$ cat config.mk
export PLATFORM = sky130hd
export DESIGN_NAME = playfield_access_sched
export DESIGN_NICKNAME = d
export VERILOG_FILES = /design/src/rtl/tetris_pkg.sv /design/src/rtl/drop_tick_gen.sv /design/src/rtl/playfield_access_sched.sv
export SDC_FILE = /design/constraint.sdc
export NUM_CORES = 1
export LEC_CHECK = 0
export CAP_MARGIN = 20
export CORE_ASPECT_RATIO = 0.5
export CORE_MARGIN = 2
export CORE_UTILIZATION = 35
export DETAILED_ROUTE_END_ITERATION = 7
export PLACE_DENSITY_LB_ADDON = 0.05
export SYNTH_ARGS = -nofsm -noshare
export SYNTH_HDL_FRONTEND = slang
export SYNTH_SLANG_ARGS = --single-unit
$ cat constraint.sdc
create_clock -name clk -period 1.4 [get_ports clk]
set_input_delay 0.28 -clock clk [delete_from_list [all_inputs] [get_ports clk]]
set_output_delay 0.28 -clock clk [all_outputs]
set_load 0.005 [all_outputs]
$ cat src/rtl/tetris_pkg.sv
// Shared playfield constants, scheduler state encoding and row type.
// Used by the playfield scheduler, the VGA renderer and the game logic.
package tetris_pkg;

   localparam int unsigned ROWS = 20;
   localparam int unsigned COLS = 10;
   localparam int unsigned AW   = 5;

   typedef logic [COLS-1:0] row_t;

   typedef enum logic [1:0] {
      ST_IDLE,
      ST_RD_ISSUE,
      ST_RD_WAIT,
      ST_WR_ISSUE
   } sched_state_e;

   // True when a row index lies outside the board.
   function automatic logic row_oob(input int unsigned row, input int unsigned rows);
      return row >= rows;
   endfunction

endpackage

$ cat src/rtl/drop_tick_gen.sv
// Drop-tick generator: counts VGA frame starts and emits a one-cycle
// game_tick_o every max(tick_div_i,1) frames.
// Ports:
//   clk_i, rst_i      clock, async active-high reset
//   frame_start_i     one-cycle pulse per VGA frame
//   tick_div_i        frames per tick, sampled at each frame start (0 acts as 1)
//   game_tick_o       registered tick pulse, one cycle after the terminal frame start
module drop_tick_gen #(
   parameter int unsigned DIVW = 6
) (
   input  logic            clk_i,
   input  logic            rst_i,
   input  logic            frame_start_i,
   input  logic [DIVW-1:0] tick_div_i,
   output logic            game_tick_o
);

   logic [DIVW-1:0] cnt_q, cnt_d;
   logic [DIVW-1:0] lim;
   logic            tick_q, tick_d;

   assign lim = (tick_div_i == '0) ? '0 : tick_div_i - DIVW'(1);

   // Comparing with >= (not ==) makes a lowered divider tick on the next frame.
   always_comb begin
      cnt_d  = cnt_q;
      tick_d = 1'b0;
      if (frame_start_i) begin
         if (cnt_q >= lim) begin
            cnt_d  = '0;
            tick_d = 1'b1;
         end else begin
            cnt_d = cnt_q + DIVW'(1);
         end
      end
   end

   always_ff @(posedge clk_i or posedge rst_i) begin
      if (rst_i) begin
         cnt_q  <= '0;
         tick_q <= 1'b0;
      end else begin
         cnt_q  <= cnt_d;
         tick_q <= tick_d;
      end
   end

   assign game_tick_o = tick_q;

endmodule

$ cat src/rtl/playfield_access_sched.sv
// Playfield memory access scheduler: arbitrates the single-port row memory
// between renderer reads (any time, highest priority) and game writes
// (vertical blanking only), and generates the game drop tick.
// Ports:
//   clk, rst                    clock, async active-high reset
//   frame_start, vblank         VGA timing
//   rnd_req/rnd_row             renderer read request -> rnd_valid/rnd_data at N+3
//   wr_req/wr_row/wr_data       held write request -> wr_ack at N+1 (in vblank)
//   mem_en/mem_we/mem_addr/
//   mem_wdata/mem_rdata         single-port sync memory, 1-cycle read latency
//   tick_div, game_tick         drop-tick divider and pulse
//   overrun, addr_err           sticky error flags
module playfield_access_sched #(
   parameter int unsigned ROWS = tetris_pkg::ROWS,
   parameter int unsigned COLS = tetris_pkg::COLS,
   parameter int unsigned AW   = tetris_pkg::AW,
   parameter int unsigned DIVW = 6
) (
   input  logic            clk,
   input  logic            rst,
   input  logic            frame_start,
   input  logic            vblank,
   input  logic            rnd_req,
   input  logic [AW-1:0]   rnd_row,
   output logic            rnd_valid,
   output logic [COLS-1:0] rnd_data,
   input  logic            wr_req,
   input  logic [AW-1:0]   wr_row,
   input  logic [COLS-1:0] wr_data,
   output logic            wr_ack,
   output logic            mem_en,
   output logic            mem_we,
   output logic [AW-1:0]   mem_addr,
   output logic [COLS-1:0] mem_wdata,
   input  logic [COLS-1:0] mem_rdata,
   input  logic [DIVW-1:0] tick_div,
   output logic            game_tick,
   output logic            overrun,
   output logic            addr_err
);

   import tetris_pkg::*;

   sched_state_e    state_q, state_d;
   logic            oor_q, oor_d;
   logic            rnd_valid_q, rnd_valid_d;
   logic [COLS-1:0] rnd_data_q, rnd_data_d;
   logic            wr_ack_q, wr_ack_d;
   logic            mem_en_q, mem_en_d;
   logic            mem_we_q, mem_we_d;
   logic [AW-1:0]   mem_addr_q, mem_addr_d;
   logic [COLS-1:0] mem_wdata_q, mem_wdata_d;
   logic            overrun_q, overrun_d;
   logic            addr_err_q, addr_err_d;
   logic            rd_oob, wr_oob;

   assign rd_oob = row_oob(32'(rnd_row), ROWS);
   assign wr_oob = row_oob(32'(wr_row), ROWS);

   // Memory strobes are registered, so they are computed on entry to
   // RD_ISSUE / WR_ISSUE and are visible while the FSM sits in that state.
   always_comb begin
      state_d     = state_q;
      oor_d       = oor_q;
      rnd_valid_d = 1'b0;
      rnd_data_d  = rnd_data_q;
      wr_ack_d    = 1'b0;
      mem_en_d    = 1'b0;
      mem_we_d    = 1'b0;
      mem_addr_d  = '0;
      mem_wdata_d = '0;
      addr_err_d  = addr_err_q;
      overrun_d   = overrun_q | (game_tick & wr_req & ~wr_ack_q);

      case (state_q)
         ST_IDLE: begin
            if (rnd_req) begin
               state_d = ST_RD_ISSUE;
               oor_d   = rd_oob;
               if (rd_oob) begin
                  addr_err_d = 1'b1;
               end else begin
                  mem_en_d   = 1'b1;
                  mem_addr_d = rnd_row;
               end
            end else if (wr_req && vblank) begin
               state_d  = ST_WR_ISSUE;
               wr_ack_d = 1'b1;
               if (wr_oob) begin
                  addr_err_d = 1'b1;
               end else begin
                  mem_en_d    = 1'b1;
                  mem_we_d    = 1'b1;
                  mem_addr_d  = wr_row;
                  mem_wdata_d = wr_data;
               end
            end
         end
         ST_RD_ISSUE: state_d = ST_RD_WAIT;
         ST_RD_WAIT: begin
            rnd_valid_d = 1'b1;
            rnd_data_d  = oor_q ? '0 : mem_rdata;
            state_d     = ST_IDLE;
         end
         ST_WR_ISSUE: state_d = ST_IDLE;
         default:     state_d = ST_IDLE;
      endcase
   end

   always_ff @(posedge clk or posedge rst) begin
      if (rst) begin
         state_q     <= ST_IDLE;
         oor_q       <= 1'b0;
         rnd_valid_q <= 1'b0;
         rnd_data_q  <= '0;
         wr_ack_q    <= 1'b0;
         mem_en_q    <= 1'b0;
         mem_we_q    <= 1'b0;
         mem_addr_q  <= '0;
         mem_wdata_q <= '0;
         overrun_q   <= 1'b0;
         addr_err_q  <= 1'b0;
      end else begin
         state_q     <= state_d;
         oor_q       <= oor_d;
         rnd_valid_q <= rnd_valid_d;
         rnd_data_q  <= rnd_data_d;
         wr_ack_q    <= wr_ack_d;
         mem_en_q    <= mem_en_d;
         mem_we_q    <= mem_we_d;
         mem_addr_q  <= mem_addr_d;
         mem_wdata_q <= mem_wdata_d;
         overrun_q   <= overrun_d;
         addr_err_q  <= addr_err_d;
      end
   end

   drop_tick_gen #(
      .DIVW(DIVW)
   ) u_drop_tick (
      .clk_i         (clk),
      .rst_i         (rst),
      .frame_start_i (frame_start),
      .tick_div_i    (tick_div),
      .game_tick_o   (game_tick)
   );

   assign rnd_valid = rnd_valid_q;
   assign rnd_data  = rnd_data_q;
   assign wr_ack    = wr_ack_q;
   assign mem_en    = mem_en_q;
   assign mem_we    = mem_we_q;
   assign mem_addr  = mem_addr_q;
   assign mem_wdata = mem_wdata_q;
   assign overrun   = overrun_q;
   assign addr_err  = addr_err_q;

endmodule

After elaboration in Yosys (flattened, before gate mapping)
Cells that the tools add are included.
W data, S select, Z words.
{"block": "word_totals", "regBits": 41, "output_inout_bits": 32, "input_bits": 42, "word_cells": 67}
{"block": "op_classes", "eq_ne": 5, "n_bitwise": 4, "addsub": 2, "n_lt_le_gt_ge": 3, "mux": 32, "n_reduce_logical": 8}
{"operator": "$mux W10", "count": 5}
{"operator": "$mux W5", "count": 5}
{"operator": "$mux W1", "count": 17}
{"operator": "$mux W6", "count": 2}
{"operator": "$ge A5 B5 Y1 const B", "count": 2}
{"operator": "$add A6 B1 Y6 const B", "count": 1}
{"operator": "$ge A6 B6 Y1", "count": 1}
{"operator": "$logic_not A6 Y1", "count": 1}
{"operator": "$pmux W2 S3", "count": 1}
{"operator": "$sub A6 B1 Y6 const B", "count": 1}
{"operator": "$eq A2 B2 Y1 const B", "count": 2}
{"operator": "$mux W2", "count": 2}
{"operator": "$reduce_and A4 Y1", "count": 1}
{"operator": "$reduce_bool A2 Y1", "count": 2}
{"operator": "$ne A3 B3 Y1 const B", "count": 1}
{"operator": "$and A1 B1 Y1", "count": 2}
{"operator": "$eq A2 B1 Y1 const B", "count": 1}
{"operator": "$logic_not A2 Y1", "count": 1}
{"operator": "$ne A2 B1 Y1 const B", "count": 1}
{"operator": "$reduce_and A2 Y1", "count": 1}
{"operator": "$reduce_or A2 Y1", "count": 1}
{"operator": "$logic_and A1 B1 Y1", "count": 1}
{"operator": "$not A1 Y1", "count": 1}
{"operator": "$or A1 B1 Y1", "count": 1}

Depth between registers and ports, before layout
{"block": "logic_depth", "depth_word": 5, "mapped_depth": 10, "mapped_depth_nobuf": 10}

By module
Synthesis repeated with hierarchy kept, for this count alone.
{"block": "hier_totals", "hier_cells": 185, "area_unflattened_um2": 1940.6}
{"module": "playfield_access_sched", "instances": 1, "seq_area_each_um2": 850.8, "cells_per_inst": 117, "area_per_inst_um2": 1351.3}
{"module": "drop_tick_gen", "instances": 1, "seq_area_each_um2": 175.2, "cells_per_inst": 68, "area_per_inst_um2": 589.3}

Worst setup path after synthesis
No wires, ideal clock.
{"block": "synth_path", "path_type": "input to register", "startpoint": "input port tick_div[0]", "endpoint": "register u_drop_tick.tick_q, in the netlist u_drop_tick.game_tick_o", "cell_stages": 10, "required_time_ps": 1281, "n_path_buf": 0, "setup_time_ps": 119, "arrival_ps": 2006, "setup_slack_ps": -725, "path_cell_list": "inv_1 > ha_1 > nand2_1 > or3_1 > and2_1 > ha_1 > nand2b_1 > a21oi_1 > o21ai_1 > and2_1"}
{"block": "synth_via", "elab_chain_cells": 5, "elab_cells_between_ends": 6, "cone_classes": "add/sub (1); order compare (1); mux (3); reduce/logical (1)"}
{"element": "from (decl)", "line_no": "playfield_access_sched.sv:36", "text": "input logic [DIVW-1:0] tick_div,"}
{"element": "$sub A6 B1 Y6 / $logic_not A6 Y1 (equally long branches)", "line_no": "drop_tick_gen.sv:22", "text": "assign lim = (tick_div_i == '0) ? '0 : tick_div_i - DIVW'(1);"}
{"element": "$mux W6 (*)", "line_no": "drop_tick_gen.sv:22"}
{"element": "$ge A6 B6 Y1 (*)", "line_no": "drop_tick_gen.sv:29", "text": "if (cnt_q >= lim) begin"}
{"element": "$mux W1 (*)", "line_no": "drop_tick_gen.sv:29"}
{"element": "$mux W1 (*)", "line_no": "drop_tick_gen.sv:28", "text": "if (frame_start_i) begin"}
{"element": "named net u_drop_tick.tick_d", "line_no": "drop_tick_gen.sv:20", "text": "logic tick_q, tick_d;"}
{"element": "to (signal assigned)", "line_no": "drop_tick_gen.sv:44", "text": "tick_q <= tick_d;"}
{"element": "to (decl)", "line_no": "drop_tick_gen.sv:20"}
Mark *: on every way through the listed nets, which the timed path passes. The rest lies on a longest branch.
A chain may end at the register's enable or synchronous reset.

Worst setup path in the final report
{"block": "layout_path", "startpoint": "input port tick_div[1]", "endpoint": "register u_drop_tick.tick_q, in the netlist u_drop_tick.game_tick_o"}
Same word-level chain as after synthesis.

==> results.yml <==
routing:
  post_drt_via_cell_ratio: 4.635
  drc_errors: 0
  wire_per_inst_um: 12.79
  drt_pre_antenna_iters: 4
  detail_route.wirelength_um: 4593
  detail-route-antenna-nets: 0
  detailedRoute.firstIterationViolations: 28
  routed-via-count: 1664
sta:
  final.period_utilization_pct: 123.7
  finClkSkew_ns: 0.009126
  worst_margin_pin_slew_ns: 0.3738
  layout_min_cycle_time_ns: 1.732
  worst_slack_ns: -0.3321
  grt_setup_unrepaired: "true"
  slew-limit-headroom_pct: 74.82
  final_hold_viol_count: 0
  worst_hold_slack_ns: 0.3106
  slew_violations: 0
  fmax_ghz: 0.5773
  setup_viol_count_final: 7
clock_tree:
  cts_max_level: 2
  tritoncts_clock_tree: "built"
  cts_hold_buf: 0
  clkSlewWorstSetupHoldPaths_ns: 0.08
  number_of_clock_sinks_seen_by_cts: 41
  clock_path_buffers: 2
  clock-root-buffer: "sky130_fd_sc_hd__clkbuf_8"
  worstSkewPairLatency_ns: 0.29
  cts_inserted_buffers: 5
finish:
  antenna_cells: 0
  finish.instance_area_um2: 3159
  syn2layout_area_growth_pct: 70.61
  final_nets: 338
  filler_cell_count: 446
  layout-drive-gt1-share_pct: 25.26
run_status:
  run_status: "complete, but fails checks"
  violations: "setup timing"
synth:
  synth_seq_area_share_pct: 55.41
  yosysUniqueCellTypes: 36
  syn_avg_cell_area_um2: 10.29
  post-synth-top-area-fraction_pct: 55.41
  post_synth_main_area_contributors: "sky130_fd_sc_hd__dfrtp_1 55%, sky130_fd_sc_hd__ha_1 5.4%, sky130_fd_sc_hd__nand2b_1 4.4%"
  synth_flop_cell: "sky130_fd_sc_hd__dfrtp_1"
  synthesis.nets: 230
  synth_common_cells: "41 x sky130_fd_sc_hd__dfrtp_1, 21 x sky130_fd_sc_hd__nand2_1, 16 x sky130_fd_sc_hd__o21ai_0"
  synth_largest_area_cell: "sky130_fd_sc_hd__dfrtp_1"
  synth_most_common_cell: "sky130_fd_sc_hd__dfrtp_1"
  netlist_instances: 180
  synthesis.area_um2: 1852
  ys_ff_latch: 41
  yosysWarnings: 0
  synth-edff-count: 0
  asr_flop_ratio_synth_pct: 100.0
worst_setup_path:
  crit_chain: "buf_12, inv_12, ha_4, nand2_4, or3_4, and2_4, ha_4, nand2b_4, a21oi_4, o21ai_4, and2_4"
  cp.required_ns: 1.59
  setup.worst_path.start_class: "input port"
  critical_path.endpoint_type: "register"
  worstSetupPathType: "in -> reg"
  critical_path.max_fanout: 5
  critPathMaxStageDelay_ns: 0.35
  worstPathArrival_ns: 1.93
  slowest_stage: "sky130_fd_sc_hd__or3_4"
power:
  p_sw_share_pct: 32.37
  netSwitchingPower_mw: 1.359
  sequential_share_of_power_pct: 39.9
  power_report.internal_total_mw: 2.840
  total_leakage_power_nw: 1.631
  power.clock.fraction_pct: 20.8
  comb_power_share_pct: 39.3
  power.density_nw_per_um2: 1329
  power.ir.vdd_worst_v: 0.0008782
floorplanning:
  floorplan.die_area_um2: 5924
  starting_utilization_of_the_core_area_pct: 37.04
  ioPinCount: 74
  chipHeight_um: 55.44
  placeableCoreArea_um2: 5000
  die-width_um: 106.9
  fp-row-count: 18
grt:
  total_gr_overflow: 0
  grt_start_max_net_pins: 24
  grt.total_usage_pct: 16.54
  wire_length_of_the_first_global_routing_pass_um: 7810
  grt_pass1_vias: 1679
  antenna_found_initial: 0
placed_design:
  gpl.final_weighted_congestion: 0.7840
  dp.final_hpwl_um: 3524
  dpl-instance-area_um2: 2955
  placement.io_buffers: 73
job:
  max_cap_viols: 0
worst_hold_path:
  hold_crit_path_type: "in -> async"
## power groups by stage
stage                     clock [mW]  combinational, mW  sequential (mW)
after global placement             0               1.59             1.71
after CTS                      0.898               1.56             1.69
after detailed placement           0               1.63             1.72
after global routing           0.966               1.83             1.72
after floorplan                    0              0.805             1.69
final                          0.873               1.65             1.68
## critical path, delay by kind of cell
kind,cells,cell delay [ns]
adder cells (fa/ha/maj),2,0.34
AO/OA/AOI/OAI,2,0.31
AND/OR/NAND/NOR,5,0.86
buffers and inverters,2,0.15
## state kept, by name (all words and copies together), names as in the netlist
name	count
mem_wdata	10
u_drop_tick.cnt_q	6
overrun	1
u_drop_tick.game_tick_o	1
state_q	2
rnd_data	10
mem_we	1
mem_addr	5
rnd_valid	1
wr_ack	1
addr_err	1
oor_q	1
mem_en	1
## cells by family after synthesis
group | count (synthesis) | share of synthesized area, %
multiplexers | 1 | 0.5406
AO/OA/AOI/OAI | 39 | 12.97
AND/OR/NAND/NOR | 72 | 20.27
flip-flops | 41 | 55.41
buffers and inverters | 15 | 3.513
adder cells (fa/ha/maj) | 8 | 5.406
XOR/XNOR | 4 | 1.892
## per-stage QoR
step | setup TNS, ns | utilization (%) | setup slack (ns) | cells | total power, mW
after floorplan | -2.844 | - | -0.4342 | 180 | 2.500
after global placement | -9.038 | 59.11 | -1.106 | 348 | 3.299
after detailed placement | -9.363 | 59.11 | -1.156 | 348 | 3.354
after CTS | -2.347 | 61.11 | -0.3658 | 360 | 4.146
after global routing | -2.162 | 63.19 | -0.3579 | 359 | 4.519
final | -1.931 | 63.19 | -0.3321 | 359 | 4.199
## layer usage
| metal | vias up | GRT usage (%) | part of all wire (%) |
|---|---|---|---|
| met4 | 0 | 5.009 | 1.2 |
| met5 | - | 0 | 0 |
| met1 | 784 | 20.26 | 44 |
| met3 | 8 | 3.424 | 3.8 |
| met2 | 38 | 29.48 | 51 |
| li1 | 834 | - | - |
## cell usage in the layout (no fill, tap or decap), types with 3 or more instances in the layout
cell type,instances
sky130_fd_sc_hd__buf_6,4
sky130_fd_sc_hd__a21oi_2,3
sky130_fd_sc_hd__dlygate4sd2_1,31
sky130_fd_sc_hd__nand3_1,3
sky130_fd_sc_hd__o21ai_0,14
sky130_fd_sc_hd__ha_1,6
sky130_fd_sc_hd__nand2b_1,12
sky130_fd_sc_hd__nand2_1,19
sky130_fd_sc_hd__clkbuf_8,7
sky130_fd_sc_hd__and3_1,11
sky130_fd_sc_hd__dfrtp_1,41
sky130_fd_sc_hd__and2_4,3
sky130_fd_sc_hd__buf_4,32
sky130_fd_sc_hd__xor2_1,3
sky130_fd_sc_hd__inv_1,6
sky130_fd_sc_hd__nor2_1,9
sky130_fd_sc_hd__a21oi_1,4
sky130_fd_sc_hd__clkdlybuf4s50_1,35
## path summary, 6_finish.rpt
check | from | endpoint | slack [ns] | depth (start not counted)
setup / recovery | tick_div[1] | u_drop_tick.game_tick_o$_DFF_PP0_ | -0.33 | 11
hold / removal | rst | rnd_data[4]$_DFFE_PP0P_ | 0.31 | 3
setup reg to reg | u_drop_tick.cnt_q[0]$_DFFE_PP0P_ | u_drop_tick.game_tick_o$_DFF_PP0_ | -0.07 | 6
hold reg to reg | wr_ack$_DFF_PP0_ | overrun$_DFF_PP0_ | 0.46 | 1
max in group asynchronous | rst | mem_en$_DFF_PP0_ | 0.82 | 3
min in group clk | wr_ack$_DFF_PP0_ | overrun$_DFF_PP0_ | 0.46 | 1
## repair_timing
action | CTS | global route
cloned | 0 | 0
resized for setup | 57 | 26
pin swaps | 12 | 19
setup endpoints to repair | 37 | 9
buffers inserted | 4 | 1
## area by class of cell
type | instances | area [µm²] | share of cell area, %
clock inverters | 1 | 8.758 | 0.2772
repair buffers | 108 | 982.2 | 31.09
clock buffers | 7 | 96.34 | 3.050
well taps | 70 | 87.58 | 2.772
multi-input cells | 124 | 908.4 | 28.75
flip-flops and latches | 41 | 1026 | 32.48
inverters | 8 | 50.05 | 1.584
Power figures use the tool's default switching activity.
